**src/rtl/mux4_rr_arbiter.sv**
```systemverilog
// ---------------------------------------------------------------------------
// mux4_rr_arbiter
//
// Round-robin arbiter and sequencer for a shared 4:1 data mux. Four
// requesters each drive one data lane. One requester is granted at a time.
// While it keeps requesting, its lane is registered onto y, up to HOLD_MAX
// transfers per grant. After each grant the block spends one mandatory IDLE
// cycle, and the priority pointer rotates past the last winner so no
// requester can starve another.
//
// Parameters
//   DW        width of each data lane and of y
//   HOLD_MAX  maximum transfers per grant (1..255)
//
// Ports
//   clk      rising-edge clock
//   rst      asynchronous, active-high reset
//   req      request per requester; bit k belongs to requester k
//   d        data lanes; lane k is d[k*DW +: DW]
//   gnt      registered one-hot grant; all-zero when idle
//   sel      registered mux select; index of the granted requester
//   y        registered selected data
//   y_valid  y holds a transfer captured on the previous edge
//   busy     high while a grant is active (decoded from state)
// ---------------------------------------------------------------------------
module mux4_rr_arbiter #(
   parameter int DW       = 1,
   parameter int HOLD_MAX = 4
) (
   input  logic            clk,
   input  logic            rst,
   input  logic [3:0]      req,
   input  logic [4*DW-1:0] d,
   output logic [3:0]      gnt,
   output logic [1:0]      sel,
   output logic [DW-1:0]   y,
   output logic            y_valid,
   output logic            busy
);

   // The counter must be able to hold values up to HOLD_MAX-1.
   // Sizing it for HOLD_MAX+1 values keeps it at least one bit wide
   // when HOLD_MAX is 1.
   localparam int            CW   = $clog2(HOLD_MAX + 1);
   localparam logic [CW-1:0] LAST = CW'(HOLD_MAX - 1);

   typedef enum logic {
      IDLE,
      GRANT
   } state_t;

   state_t        state;
   logic [1:0]    ptr;
   logic [CW-1:0] cnt;
   logic [1:0]    winner;
   logic [1:0]    probe;
   logic          found;
   logic [DW-1:0] lane [4];

   // Split the packed data bus into lanes so the grant index can select
   // one lane directly.
   always_comb begin
      for (int k = 0; k < 4; k++) begin
         lane[k] = d[k*DW +: DW];
      end
   end

   // Rotating priority search. The scan starts at ptr and wraps modulo 4
   // through the 2-bit add. The first requester hit is the winner. When
   // nobody requests, the winner value is unused.
   always_comb begin
      winner = ptr;
      found  = 1'b0;
      probe  = ptr;
      for (int i = 0; i < 4; i++) begin
         probe = ptr + 2'(i);
         if (!found && req[probe]) begin
            winner = probe;
            found  = 1'b1;
         end
      end
   end

   // Grant sequencer.
   //
   // IDLE: accept the round-robin winner. A new grant never carries data
   // on its first edge, so y_valid drops here.
   //
   // GRANT: on each edge where the owner still requests, capture its lane.
   // Release when the owner drops its request, or on the last allowed
   // transfer. A request dropped on the final-count edge falls into the
   // no-transfer branch, so it is treated as an early drop.
   //
   // On release, sel and y keep their last values so downstream logic sees
   // a stable mux path during the idle bubble.
   always_ff @(posedge clk or posedge rst) begin
      if (rst) begin
         state   <= IDLE;
         gnt     <= 4'b0000;
         sel     <= 2'd0;
         ptr     <= 2'd0;
         cnt     <= '0;
         y       <= '0;
         y_valid <= 1'b0;
      end else begin
         case (state)
            IDLE: begin
               y_valid <= 1'b0;
               if (|req) begin
                  gnt   <= 4'b0001 << winner;
                  sel   <= winner;
                  cnt   <= '0;
                  state <= GRANT;
               end
            end

            GRANT: begin
               if (req[sel]) begin
                  y       <= lane[sel];
                  y_valid <= 1'b1;
                  if (cnt == LAST) begin
                     gnt   <= 4'b0000;
                     state <= IDLE;
                     cnt   <= '0;
                     ptr   <= sel + 2'd1;
                  end else begin
                     cnt <= cnt + CW'(1);
                  end
               end else begin
                  y_valid <= 1'b0;
                  gnt     <= 4'b0000;
                  state   <= IDLE;
                  cnt     <= '0;
                  ptr     <= sel + 2'd1;
               end
            end

            default: begin
               state <= IDLE;
               gnt   <= 4'b0000;
               cnt   <= '0;
            end
         endcase
      end
   end

   assign busy = (state == GRANT);

endmodule
```
**config.mk**
```make
export PLATFORM = sky130hd
export DESIGN_NAME = mux4_rr_arbiter
export DESIGN_NICKNAME = d
export VERILOG_FILES = /design/src/rtl/mux4_rr_arbiter.sv
export SDC_FILE = /design/constraint.sdc
export NUM_CORES = 1
export LEC_CHECK = 0
export BUFFER_PORTS_ARGS = -buffer_cell sky130_fd_sc_hd__buf_2
export CAP_MARGIN = 20
export CELL_PAD_IN_SITES_DETAIL_PLACEMENT = 0
export CELL_PAD_IN_SITES_GLOBAL_PLACEMENT = 1
export CORE_ASPECT_RATIO = 0.75
export CORE_MARGIN = 3
export CORE_UTILIZATION = 30
export DETAILED_ROUTE_END_ITERATION = 16
export GPL_TIMING_DRIVEN = 0
export PLACE_DENSITY = 0.61
export SYNTH_ARGS = -nofsm -noshare
export SYNTH_HDL_FRONTEND = slang
export SYNTH_SLANG_ARGS = --single-unit
export TNS_END_PERCENT = 10
```
**constraint.sdc**
```tcl
create_clock -name clk -period 3 [get_ports clk]
set_input_delay 0.6 -clock clk [delete_from_list [all_inputs] [get_ports clk]]
set_output_delay 0.6 -clock clk [all_outputs]
set_load 0.02 [all_outputs]
```
==> impl_results.md, run 1 <==
- Core area: around 2100 sq um
- Critical path type: reg -> reg
- Clk_skew: approximately 0.00053 ns
- Share of cells above drive strength 1: about 36%
- Slew Viols, Final: 0
- Yosys synthesis warning count: 0
- Distinct cell type count after synthesis: 30
- Die Ht: 48.5 um
- Pre-Repair DR Iteration Count: 3
- Ratio of final minimum period to clock period: 59.7%
- Syn_area_per_cell: roughly 12 sq um
- WL final: 1460 um
- CP delay by family, top: multiplexers
- Detailed placement HPWL: approximately 1100 um
- Worst Tran Pin Value: around 0.66 ns
- Clock slew at reported path FFs: about 0.08 ns
- 1st-iter DRT viols: 8
- Cell Rows: 14
- Clock Sinks: 14
- Flops & latches, synth: 14
- GRT Overall Usage: 11.1%
- WP data arrival: around 2 ns
- Synth area leaders: dfrtp_1 (48%), nor2b_1 (5.2%), mux4_1 (3.6%), mux4_2 (3.1%), o31ai_1 (3.1%)
- Post-CTS Hold Buffers: 0
- Seq/Total Area, Yosys: around half
- Critical path cell sequence: mux4_2 > a21boi_2 > nor2_2 > a32o_1
- Drt drc: 0
- Dominant cell type by area after synthesis: dfrtp_1
- Nets: 96
- WHS: roughly 0.35 ns
- Worst path max stage delay: approximately 0.56 ns
- Routed wire per std cell: roughly 13 um
- Syn_nets: 73
- Num CTS Buffers: 3
- Power per cell area: a little over 1000 nW/um^2
- Ports: 19
- HP Class: in -> async
- Root Buffer: clkbuf_4
- Worst Path Max Fanout: 6
- Ant diodes: 0
- Total grt overflow: 0
- Crit path buf inv count: 0
- Vias in the first global route: 544
- Area grow syn2layout: 23.0%
- Routability Congestion: roughly 0.73
- Tmin final: between 1.5 and 2 ns
- Highest clock rate: ~560 MHz
- Post-Synthesis Cells: 62
- Highest-delay cell along the critical path: mux4_2
- Status: completed
- Top cell type's share of synthesized area: 48.4%
- Slew headroom: between 50% and 60%
- Final hold vios: 0
- Max cap viols: 0
- Filler instances: ~230
- Post-synth design cell area: 723 sq um
- Top-count cell post-synth: dfrtp_1
- Chip Width: about 63 um
- Peak VDD IR: between 0.0005 and 0.0006 V
- Setup crit start kind: register
- H-tree Lvls: 1
- Worst-Skew Late Latency: roughly 0.28 ns
- Critical path endpoint category: register
- Cts repair resizes: 0
- CTS tree: done
- First-pass GRT wire length: 2500 um
- Routed vias/inst: 4.84
- Die Area: 3040 sq um
- Final setup fails: 0
- DR vias: between 500 and 600
- Top cells by instance count after synthesis: dfrtp_1 (14), nor2b_1 (6), nor2_1 (5)
- Setup Buffers After CTS: 0
- Largest net degree at the start of global routing: 15
- Starting density of the core: between 30% and 40%
- Clk buf depth: 2
- Pleak: 0.406 nW
- RSZ-0062 raised after global routing: no
- Worst path required time: 3.17 ns
- Primary FF master, synth: dfrtp_1
- Async set-reset flop share out of synthesis: 100%
- Number of antenna violations at the first check in global routing: 0
- Port buffer count: 18
- Post-synth EDFFs: 0
- Antenna viol nets, final: 0
- Setup TNS: 0 ns
## area by class of cell
cell class | count | area (sq um) | share of cell area, %
clock buffer | 4 | 36.3 | 4.08
multi-input combinational | 46 | 358 | 40.2
sequential | 14 | 350 | 39.4
timing repair buffer | 18 | 90.1 | 10.1
inverter | 1 | 3.75 | 0.422
buffer | 1 | 11.3 | 1.27
tap | 32 | 40.0 | 4.50
## layout by cell type, fill, tap and decap left out
| master | instances |
|---|---|
| nand3b_1 | 1 |
| a21boi_2 | 1 |
| o21ai_0 | 3 |
| a32o_1 | 2 |
| xnor2_1 | 1 |
| mux4_1 | 1 |
| buf_2 | 18 |
| nor2_2 | 1 |
| a22o_1 | 1 |
| mux2_4 | 1 |
| nor3_1 | 1 |
| clkbuf_4 | 3 |
| or3_1 | 1 |
| dfrtp_1 | 14 |
| nand2_1 | 3 |
| nor2_1 | 5 |
| mux4_2 | 1 |
| inv_1 | 1 |
| or4b_1 | 1 |
| o31ai_1 | 3 |
| mux2_2 | 1 |
| clkbuf_8 | 1 |
| and2_4 | 1 |
| ha_1 | 1 |
| nor4_1 | 1 |
| nand2b_1 | 1 |
| a211oi_1 | 1 |
| o21a_1 | 2 |
| a21oi_1 | 2 |
| buf_6 | 1 |
| o21ba_2 | 1 |
| o2bb2ai_1 | 2 |
| nor2b_1 | 6 |
## routing by layer
metal	part of all wire [%]	up-vias	global-route usage, %
li1	-	277	-
met1	51	260	13.8
met2	38	19	14.9
met3	9.4	5	6.71
met4	1.8	0	5.49
met5	0	-	0
## power breakdown
part	internal, W	switching (W)
Sequential	0.000271	0.0000714
Clock	0.0000739	0.0000605
Combinational	0.000209	0.000235
Total	0.000553	0.000367
## flip-flops by register name, summed over array words and instances (netlist names)
name     count
y_valid      1
cnt          3
gnt          4
sel          2
y            1
busy         1
ptr          2
## path summary, 6_finish.rpt
| kind | from | end | cells past startpoint | slack [ns] |
|---|---|---|---|---|
| worst min register to register | cnt[2] | cnt[2] | 1 | 0.49 |
| worst max-delay path | sel[0] | gnt[3] | 4 | 1.21 |
| min in group clk | cnt[2] | cnt[2] | 1 | 0.49 |
| worst max register to register | sel[0] | gnt[3] | 4 | 1.21 |
| worst min-delay path | rst | cnt[1] | 2 | 0.35 |
| max in group asynchronous | rst | cnt[0] | 2 | 2.29 |
## worst register-to-register path, delay by kind of cell (launching register included)
family	cells	cell delay (ns)
DFF	1	0.47
and+or+nand+nor	1	0.11
AOI/OAI and AO/OA	2	0.55
muxes	1	0.56
## metrics by stage
stage	cell area (sq um)	power [W]	setup WS (ns)	cells	util [%]
after global placement	853	0.000792	0.995	112	39.9
after CTS	890	0.000937	1.18	116	41.6
after floorplan	723	0.000669	1.23	62	-
after detailed placement	853	0.000792	0.987	112	39.9
final	890	0.000920	1.21	116	41.6
after global routing	890	0.000998	1.09	116	41.6
## cell families (layout without fill, tap and decap cells)
| kind of cell | Yosys count | in the layout | synth area share (%) |
|---|---|---|---|
| buf+inv | 2 | 24 | 2.08 |
| xor+xnor | 1 | 1 | 1.21 |
| compound gates | 18 | 18 | 19.0 |
| simple gates | 22 | 22 | 17.1 |
| flops | 14 | 14 | 48.4 |
| mux | 4 | 4 | 10.4 |
| fa+ha+maj | 1 | 1 | 1.73 |
Note: power is estimated with default switching activity, not from simulation.
==> run 2, diff against run 1 <==
- PLACE_DENSITY: 0.61 -> 0.64
- clock period: 3 -> 1.5 ns (I/O delays scaled with it)
==> impl_results.md, run 2 (synthesis results as in run 1) <==
- Status: complete, but fails checks
- Violated checks: setup timing
- Clk_skew: between 0.002 and 0.003 ns
- Tmin final: roughly 1.5 ns
- DR vias: about 570
- Max cap viols: 0
- Slew headroom: approximately 53%
- Routed vias/inst: about 4.9
- WP data arrival: between 1.5 and 2 ns
- Largest net degree at the start of global routing: 15
- Highest clock rate: 660 MHz
- Pleak: between 0.4 and 0.5 nW
- Number of antenna violations at the first check in global routing: 0
- Routability Congestion: 0.763
- Register area: 352 sq um
- Final hold vios: 0
- Critical path type: reg -> reg
- Critical path endpoint category: register
- Worst Tran Pin Value: around 0.7 ns
- CTS tree: done
- HP Class: in -> async
- Detailed placement HPWL: 1080 um
- Die Area: 3040 sq um
- Setup crit start kind: register
- Power per cell area: ~2100 nW/um^2
- Vias in the first global route: roughly 540
- Largest register by flop count: gnt
- Worst path required time: ~1.7 ns
- Worst-Skew Late Latency: roughly 0.28 ns
- Worst Path Max Fanout: 5
- Slew Viols, Final: 0
- Starting density of the core: 33.8%
- Area grow syn2layout: 31.3%
- Worst slack at placement: -0.203 ns
- Core area: 2140 sq um
- Nets: 97
- Chip Width: roughly 63 um
- Antenna viol nets, final: 0
- First-pass GRT wire length: roughly 2500 um
- Port buffer count: 18
- Share of cells above drive strength 1: between 40% and 50%
- Clock slew at reported path FFs: about 0.08 ns
- Final setup fails: 4
- Critical path cell sequence: mux4_2 > and2_4 > mux2_4
- GRT Overall Usage: around a tenth
- Highest-delay cell along the critical path: mux4_2
- H-tree Lvls: 1
- Peak VDD IR: approximately 0.00086 V
- Filler instances: approximately 220
- Ant diodes: 0
- Total grt overflow: 0
- Routed wire per std cell: between 10 and 15 um
- Final WS setup: -0.0145 ns
- Biggest regs: gnt x4, cnt x3
- RSZ-0062 raised after global routing: yes
- Clock Sinks: 14
- Drt drc: 0
- Most frequent cells in the layout: buf_2 (18), dfrtp_1 (13), nor2b_1 (5)
- Multi-input logic area: between 400 and 500 sq um
- 1st-iter DRT viols: 11
- Ports: 19
- Pre-Repair DR Iteration Count: 4
- Die Ht: a little under 50 um
- Clk buf depth: 2
- Worst path max stage delay: 0.55 ns
- Ratio of final minimum period to clock period: 101%
- Util after Layout: 44.4%
- Number of flip-flops in the largest register: 4
- Cell Rows: 14
- Most common cell after layout, fill and taps aside: buf_2
- Root Buffer: clkbuf_4
- Num CTS Buffers: 3
- WL final: approximately 1500 um
[run 2: final timing paths]
kind,from,cells after the start,slack (ns),endpoint
max,sel[0],3,-0.01,y
min,rst,2,0.05,gnt[3]
max reg2reg,sel[0],3,-0.01,y
min reg2reg,cnt[2],1,0.49,cnt[2]
max in group asynchronous,rst,2,1.06,sel[0]
min in group clk,req[1],3,0.45,gnt[1]
[run 2: per-stage QoR]
step / instances / TNS, ns / instance area (sq um) / hold slack, ns / power, W
floorplan: 62 / -0.857 / 724 / 0.189 / 0.00134
global placement: 112 / -1.32 / 855 / 0.378 / 0.00158
detailed placement: 112 / -1.32 / 855 / 0.377 / 0.00159
CTS: 117 / -0.150 / 921 / 0.0692 / 0.00194
global route: 117 / -0.455 / 950 / 0.0998 / 0.00216
finish: 117 / -0.0442 / 950 / 0.0481 / 0.00201
[run 2: final cells by class]
cell class	count	share of cell area, %
Timing Repair Buffer	20	11.5
Multi-Input combinational cell	46	43.1
Clock buffer	4	3.82
Tap cell	32	4.22
Sequential cell	14	37.0
Inverter	1	0.395
[run 2: repair_timing]
| action | 4_1_cts | 5_1_grt |
|---|---|---|
| pin swaps | 2 | 2 |
| gates resized for setup | 5 | 7 |
| gates cloned | 0 | 0 |
| buffers inserted | 2 | 0 |
| setup endpoints to repair | 12 | 8 |
| hold buffers | 0 | 0 |
[run 2: power breakdown]
| group | switching, W | internal (W) |
|---|---|---|
| registers | 0.000149 | 0.000544 |
| logic | 0.000541 | 0.000512 |
| clock network | 0.000121 | 0.000148 |
[run 2: critical path: cells and delay by family, from the launching register on]
kind | cells | cell delay, ns
and+or+nand+nor | 1 | 0.19
muxes | 2 | 0.84
DFF | 1 | 0.38
[run 2: layer usage]
metal | global-route usage (%) | routed length, um | part of all wire, %
met4 | 1.10 | 0 | 0
met5 | 0 | 0 | 0
met2 | 15.0 | 604 | 40
met1 | 14.2 | 766 | 51
met3 | 5.79 | 129 | 8.6
